File: src/rtl/qpsk_tx_pkg.sv
// Shared constants for the QPSK transmit symbol path.
package qpsk_tx_pkg;

  // PRBS9 register width and polynomial x^9+x^5+1 tap positions
  localparam int LFSR_W = 9;
  localparam int TAP_HI = 8;
  localparam int TAP_LO = 4;

  // Two's complement impulse encodings; bit 1 maps to the negative level
  localparam logic [1:0] SYM_POS  = 2'b01;
  localparam logic [1:0] SYM_NEG  = 2'b11;
  localparam logic [1:0] SYM_ZERO = 2'b00;

  // Default seeds and the substitute used when a zero seed would lock up
  localparam logic [LFSR_W-1:0] SEED_I_DEF   = 9'h1AA;
  localparam logic [LFSR_W-1:0] SEED_Q_DEF   = 9'h1FE;
  localparam logic [LFSR_W-1:0] SEED_NONZERO = 9'h1FF;

  // Same sign convention as the RX slicer: bit 1 is a negative sample
  function automatic logic [1:0] mapSym(input logic b);
    return b ? SYM_NEG : SYM_POS;
  endfunction

endpackage

File: src/rtl/prbs9_lfsr.sv
// Fibonacci PRBS9 generator; o_bit is the bit emitted on the next step.
import qpsk_tx_pkg::*;

module prbs9_lfsr #(
  parameter logic [LFSR_W-1:0] RESET_SEED = SEED_I_DEF
) (
  input  logic              clock,
  input  logic              i_reset,
  input  logic              i_step,
  input  logic              i_load,
  input  logic [LFSR_W-1:0] i_seed,
  output logic              o_bit
);

  logic [LFSR_W-1:0] r;

  // Reseed (zero seed replaced) or shift in the feedback on each symbol step
  always_ff @(posedge clock or negedge i_reset) begin
    if (!i_reset)
      r <= RESET_SEED;
    else if (i_load)
      r <= (i_seed == '0) ? SEED_NONZERO : i_seed;
    else if (i_step)
      r <= {r[LFSR_W-2:0], r[TAP_HI] ^ r[TAP_LO]};
  end

  assign o_bit = r[TAP_HI];

endmodule

File: src/rtl/prbs_upsampler_tx.sv
// PRBS9 I/Q symbol source with zero-insertion upsampling by OS.
import qpsk_tx_pkg::*;

module prbs_upsampler_tx #(
  parameter int                OS     = 4,
  parameter logic [LFSR_W-1:0] SEED_I = SEED_I_DEF,
  parameter logic [LFSR_W-1:0] SEED_Q = SEED_Q_DEF,
  parameter int                PH_W   = 2
) (
  input  logic              clock,
  input  logic              i_reset,
  input  logic              i_enable,
  input  logic              i_load,
  input  logic [8:0]        i_seedI,
  input  logic [8:0]        i_seedQ,
  output logic signed [1:0] o_upI,
  output logic signed [1:0] o_upQ,
  output logic              o_bitI,
  output logic              o_bitQ,
  output logic              o_strobe,
  output logic [PH_W-1:0]   o_phase
);

  localparam logic [1:0][LFSR_W-1:0] RST_SEEDS = {SEED_Q, SEED_I};

  logic [PH_W-1:0]          phase;
  logic                     symEvent;
  logic [1:0]               laneBit;
  logic [1:0][LFSR_W-1:0]   seeds;

  // Load wins over enable, so a load cycle never advances the sequence
  assign symEvent = i_enable && !i_load && (phase == '0);
  assign seeds    = {i_seedQ, i_seedI};

  // Lane 0 is I, lane 1 is Q; identical generators with separate state
  for (genvar g = 0; g < 2; g++) begin : gLane
    prbs9_lfsr #(.RESET_SEED(RST_SEEDS[g])) uLfsr (
      .clock   (clock),
      .i_reset (i_reset),
      .i_step  (symEvent),
      .i_load  (i_load),
      .i_seed  (seeds[g]),
      .o_bit   (laneBit[g])
    );
  end

  // Sample phase within the symbol, wrapping at OS-1
  always_ff @(posedge clock or negedge i_reset) begin
    if (!i_reset)
      phase <= '0;
    else if (i_load)
      phase <= '0;
    else if (i_enable)
      phase <= (phase == PH_W'(OS - 1)) ? '0 : phase + 1'b1;
  end

  // Registered impulse outputs: symbol on phase 0, zeros in between
  always_ff @(posedge clock or negedge i_reset) begin
    if (!i_reset) begin
      o_upI    <= SYM_ZERO;
      o_upQ    <= SYM_ZERO;
      o_bitI   <= 1'b0;
      o_bitQ   <= 1'b0;
      o_strobe <= 1'b0;
      o_phase  <= '0;
    end else if (i_load) begin
      o_upI    <= SYM_ZERO;
      o_upQ    <= SYM_ZERO;
      o_strobe <= 1'b0;
      o_phase  <= '0;
    end else if (i_enable) begin
      o_strobe <= symEvent;
      o_phase  <= phase;
      if (symEvent) begin
        o_bitI <= laneBit[0];
        o_bitQ <= laneBit[1];
        o_upI  <= mapSym(laneBit[0]);
        o_upQ  <= mapSym(laneBit[1]);
      end else begin
        o_upI  <= SYM_ZERO;
        o_upQ  <= SYM_ZERO;
      end
    end else begin
      o_strobe <= 1'b0;
    end
  end

endmodule
File: config.mk
export PLATFORM = sky130hd
export DESIGN_NAME = prbs_upsampler_tx
export DESIGN_NICKNAME = d
export VERILOG_FILES = /design/src/rtl/qpsk_tx_pkg.sv /design/src/rtl/prbs9_lfsr.sv /design/src/rtl/prbs_upsampler_tx.sv
export SDC_FILE = /design/constraint.sdc
export NUM_CORES = 1
export LEC_CHECK = 0
export CAP_MARGIN = 20
export CORE_ASPECT_RATIO = 1.1
export CORE_MARGIN = 5
export CORE_UTILIZATION = 49
export CTS_BUF_LIST = sky130_fd_sc_hd__clkbuf_2
export DETAILED_ROUTE_END_ITERATION = 10
export MAX_ROUTING_LAYER = met4
export PLACE_DENSITY = 0.79
export SKIP_CTS_REPAIR_TIMING = 1
export SYNTH_ARGS = -nofsm -noshare
export SYNTH_HDL_FRONTEND = slang
export SYNTH_SLANG_ARGS = --single-unit
File: constraint.sdc
create_clock -name clock -period 1.6 [get_ports clock]
set_clock_uncertainty 0.2 [all_clocks]
set_input_delay 0.32 -clock clock [delete_from_list [all_inputs] [get_ports clock]]
set_output_delay 0.32 -clock clock [all_outputs]
set_load 0.05 [all_outputs]
# After elaboration in Yosys (flattened, before gate mapping)
# Index checks and enable logic that the tools add are counted.
[totals]
regBits = 29
latchBits = 0
ram_bits = 0
romBits = 0
out_inout_bits = 9
elab_cells = 44
mem_count = 0
[op_classes]
add_sub_neg = 1
multipliers = 0
div = 0
magnitude_cmp = 0
n_eq_ne = 1
n_shift = 0
n_mux = 21
n_bitwise = 3
n_reduce_logical = 9
[op_table]
columns = ["cell", "count"]
rows = [
  ["$mux W9", 6],
  ["$mux W2", 13],
  ["$logic_not A9 Y1", 2],
  ["$reduce_bool A2 Y1", 2],
  ["$reduce_and A3 Y1", 1],
  ["$add A2 B1 Y2 const B", 1],
  ["$eq A2 B2 Y1 const B", 1],
  ["$logic_and A1 B1 Y1", 2],
  ["$logic_not A2 Y1", 1],
  ["$mux W1", 2],
  ["$xor A1 B1 Y1", 2],
  ["$logic_not A1 Y1", 1],
  ["$not A1 Y1", 1],
]

# Depth between registers and ports, before layout
[logic_depth]
word_depth = 6
depth_mapped = 7

# By module
# From an unflattened synthesis, not the netlist that was laid out.
[hier_totals]
hier_cells = 144
area_unflattened_um2 = 1560.2
[by_module_without_submodules]
columns = ["module", "instances", "cells_per_inst", "area_per_inst_um2", "seq_area_each_um2"]
rows = [
  ["prbs9_lfsr (gLane[1].uLfsr)", 1, 54, 558.0, 235.2],
  ["prbs9_lfsr (gLane[0].uLfsr)", 1, 53, 548.0, 231.5],
  ["prbs_upsampler_tx", 1, 37, 454.2, 250.2],
]

# Worst setup path after synthesis
# No wires, ideal clock.
[synth_timing]
path_type = "register to register"
start = "reg phase[0]"
end = "reg gLane[0].uLfsr.r[2]"
setup_ns = 0.124
arrival_time_ns = 1.315
path_slack_ns = -0.039
path_stages_with_launch = 8
synth_period_minus_slack_ns = 1.639
cell_sequence = "dfrtp_1 -> inv_1 -> ha_1 -> nand2_2 -> buf_6 -> buf_8 -> a211oi_2 -> a21oi_1"
[synth_via]
elab_chain_len = 3
[synth_lines]
columns = ["element", "line", "rtl"]
rows = [
  ["start: declaration", "prbs_upsampler_tx.sv:26", "logic [PH_W-1:0] phase;"],
  ["start signal: assignment", "prbs_upsampler_tx.sv:54", "phase <= (phase == PH_W'(OS - 1)) ? '0 : phase + 1'b1;"],
  ["$logic_not A2 Y1", "prbs_upsampler_tx.sv:32", "assign symEvent = i_enable && !i_load && (phase == '0);"],
  ["$logic_and A1 B1 Y1", "prbs_upsampler_tx.sv:32", ""],
  ["$reduce_bool A2 Y1 (no source line)", "--", ""],
  ["end signal: assignment", "prbs9_lfsr.sv:22", "r <= (i_seed == '0) ? SEED_NONZERO : i_seed;"],
  ["end signal: assignment", "prbs9_lfsr.sv:24", "r <= {r[LFSR_W-2:0], r[TAP_HI] ^ r[TAP_LO]};"],
  ["end: declaration", "prbs9_lfsr.sv:15", "logic [LFSR_W-1:0] r;"],
]
# Every way passes these cells.
# A chain may end at the register's enable or synchronous reset.

# Final worst setup path
[layout_timing]
start = "reg o_upI[0]"
end = "out o_upI[0]"
[layout_lines]
columns = ["element", "line", "rtl"]
rows = [
  ["start: declaration", "prbs_upsampler_tx.sv:16", "output logic signed [1:0] o_upI,"],
  ["start signal: assignment", "prbs_upsampler_tx.sv:77", "o_upI <= mapSym(laneBit[0]);"],
]
# No word-level cell between the ends.

==> metrics.cfg <==
[status]
outcome = complete, no violations

[worst_setup_path]
cp_cell_sequence = buf_12
start_kind = flip-flop
cp-end-kind = primary output
setup.worst_path.class = flip-flop to primary output
reg2regPathDepth = 6
critPathSlowestCell = dfrtp_2
crit_cells = 1
crit_buf_inv = 1
path_max_fanout = 3
worstPathArrival_ns = 1.03
required_ns = 1.08
crit_family = flip-flops
slowest_delay_ns = 0.51

[yosys]
postSynthCellCount = 158
synth_area_leader_cell = dfrtp_1
ys_types = 26
avgSynthCellArea_um2 = 10.6
ys_ff_latch = 28
netlist_area_um2 = 1670
synth_top_area_share_pct = 22.5
yosys_warnings = 0
syn_nets = 181
synth_area_leaders = dfrtp_1 (22%), dfstp_2 (20%), a21oi_1 (11%), nor4_1 (6.0%), and3_2 (5.4%)
yosysSeqAreaShare_pct = 42.9

[floorplan]
initial_core_util_pct = 50.6
die_height_um = 71.2
die_w_um = 65.7
die_area_um2 = 4680
io_pins = 31
core_um2 = 3300
num_rows = 22

[power]
p_clk_share_pct = 20.8
comb_power_share_pct = 35.2
power.total_mw = 2.07
p_seq_share_pct = 44.0
power.switching_uw = 652
p_int_mw = 1.42
switching_share_pct = 31.5
p_per_area_nw_per_um2 = 895
max-vdd-ir-drop_uv = 441
power_leakage_nw = 0.926

[layout]
syn2layout_area_growth_pct = 38.5
instances_no_fill = 242
drive_gt1_share_pct = 43.7
design_area_um2 = 2310
fillCellCount = 251
final_cell_mix = a21oi_1 (37), buf_4 (23), clkdlybuf4s50_1 (21)
layout_commonest_cell = a21oi_1
antenna_cells = 0
layout.nets = 230

[route]
drt_iter0_drc = 85
drc = 0
post_drt_via_cell_ratio = 6.23
routed-via-count = 1507
wl_per_cell_um = 17.0
wirelength_mm = 4.12
drt.antenna.violating_nets = 0
dr.pass1.iters = 4

[grt]
grt_max_degree = 29
grt_pass1_wl_mm = 6.83
grt_overflow = 0
antenna_found_initial = 0
grt_pass1_vias = 1565
grt_use_total_pct = 18.8

[clock_tree]
insertion_delay_ns = 0.36
htree_levels = 1
clk_pin_slew_ns = 0.27
cts_max_path_buffers = 2
root_buffer = clkbuf_2
cts_made_buffers = 3
cts.sinks = 28
cts_tree = yes

[sta]
hold_slack_ns = 0.0526
finalSetupViolations = 0
timing.final.crit_share_pct = 96.9
worst_pin_slew_ns = 0.346
hold_viol = 0
final_max_slew_viol_count = 0
fmax_ghz = 0.645
fin_crit_ns = 1.55
relSlewSlack_pct = 76.7
tns_ns = 0

[placement]
io_buffers = 30
place_area_um2 = 2230
gp_congestion = 0.770
placed_cells = 238
hpwlAfterDp_mm = 3.09

[run]
maxCapViolCount = 0

[worst_hold_path]
hold_class = primary input to asynchronous set/reset pin

-- power by group through the flow --
stage	Sequential [mW]	Clock, mW	Combinational [mW]
2_1_floorplan	0.980	0	0.297
4_1_cts	0.908	0.437	0.712
3_5_place_dp	0.919	0	0.708
3_3_place_gp	0.911	0	0.681
6_report	0.911	0.430	0.730
5_1_grt	0.926	0.462	0.777
-- stage by stage --
| step | worst slack (ns) | utilization, % |
|---|---|---|
| floorplan | 0.00596 | - |
| global placement | -0.168 | 67.6 |
| detailed placement | -0.264 | 67.6 |
| CTS | -0.00577 | 68.9 |
| global route | -0.00891 | 70.0 |
| finish | 0.0502 | 70.0 |
-- cells by family after synthesis --
group / synth area share (%)
AOI/OAI and AO/OA: 22.2
adders and majority gates: 0.749
muxes: 3.15
buffers and inverters: 8.16
xor gates and xnor gates: 1.57
and+or+nand+nor: 21.3
DFF: 42.9
-- worst paths after layout --
kind	from	endpoint	slack (ns)
max	o_upI[0]	o_upI[0]	0.05
min	i_reset	gLane[1].uLfsr.r[0]	0.05
max reg2reg	phase[0]	gLane[0].uLfsr.r[6]	0.06
min reg2reg	gLane[0].uLfsr.r[8]	o_upI[1]	0.39
max in group asynchronous	i_reset	gLane[0].uLfsr.r[8]	0.91
min in group clock	gLane[0].uLfsr.r[8]	o_upI[1]	0.39
-- synthesized netlist by cell type --
cell type,number
nand2b_1,5
buf_8,1
mux2i_1,3
and3_1,4
buf_4,1
a211oi_1,9
nand3_1,2
ha_1,1
mux2_2,2
xnor2_1,3
nor4_1,16
dfstp_2,13
nor2_1,6
clkbuf_8,5
clkbuf_1,4
dfrtp_1,15
buf_6,2
inv_1,2
a211oi_2,7
a221oi_2,2
nand2_2,1
and3_2,12
nor4_4,1
nor4_2,3
nor2_4,1
a21oi_1,37
-- sequential cells by signal, indices dropped and copies added (netlist names) --
| name | cells |
|---|---|
| phase | 2 |
| o_strobe | 1 |
| o_phase | 2 |
| o_bitQ | 1 |
| o_upQ | 1 |
| o_upI | 2 |
| gLane.uLfsr.r | 18 |
| o_bitI | 1 |
-- area by class of cell --
cell class	count	area, um^2	share of cell area [%]
multi-input combinational	115	855	36.9
sequential	28	718	31.0
timing repair buffer	57	643	27.8
tap	36	45.0	1.95
clock inverter	1	30.0	1.30
clock buffer	3	15.0	0.649
inverter	2	7.51	0.324
-- routing by layer --
layer  wire length, um  track usage, %  part of all wire, %  up-vias
met1              1610            20.2                   39      742
met2              2250            34.4                   55       45
met4               106            7.83                  2.6        0
met5                 0               -                    0        -
met3               160            2.04                  3.9       14
li1                  -               -                    -      706
(Power assumes the default switching activity.)
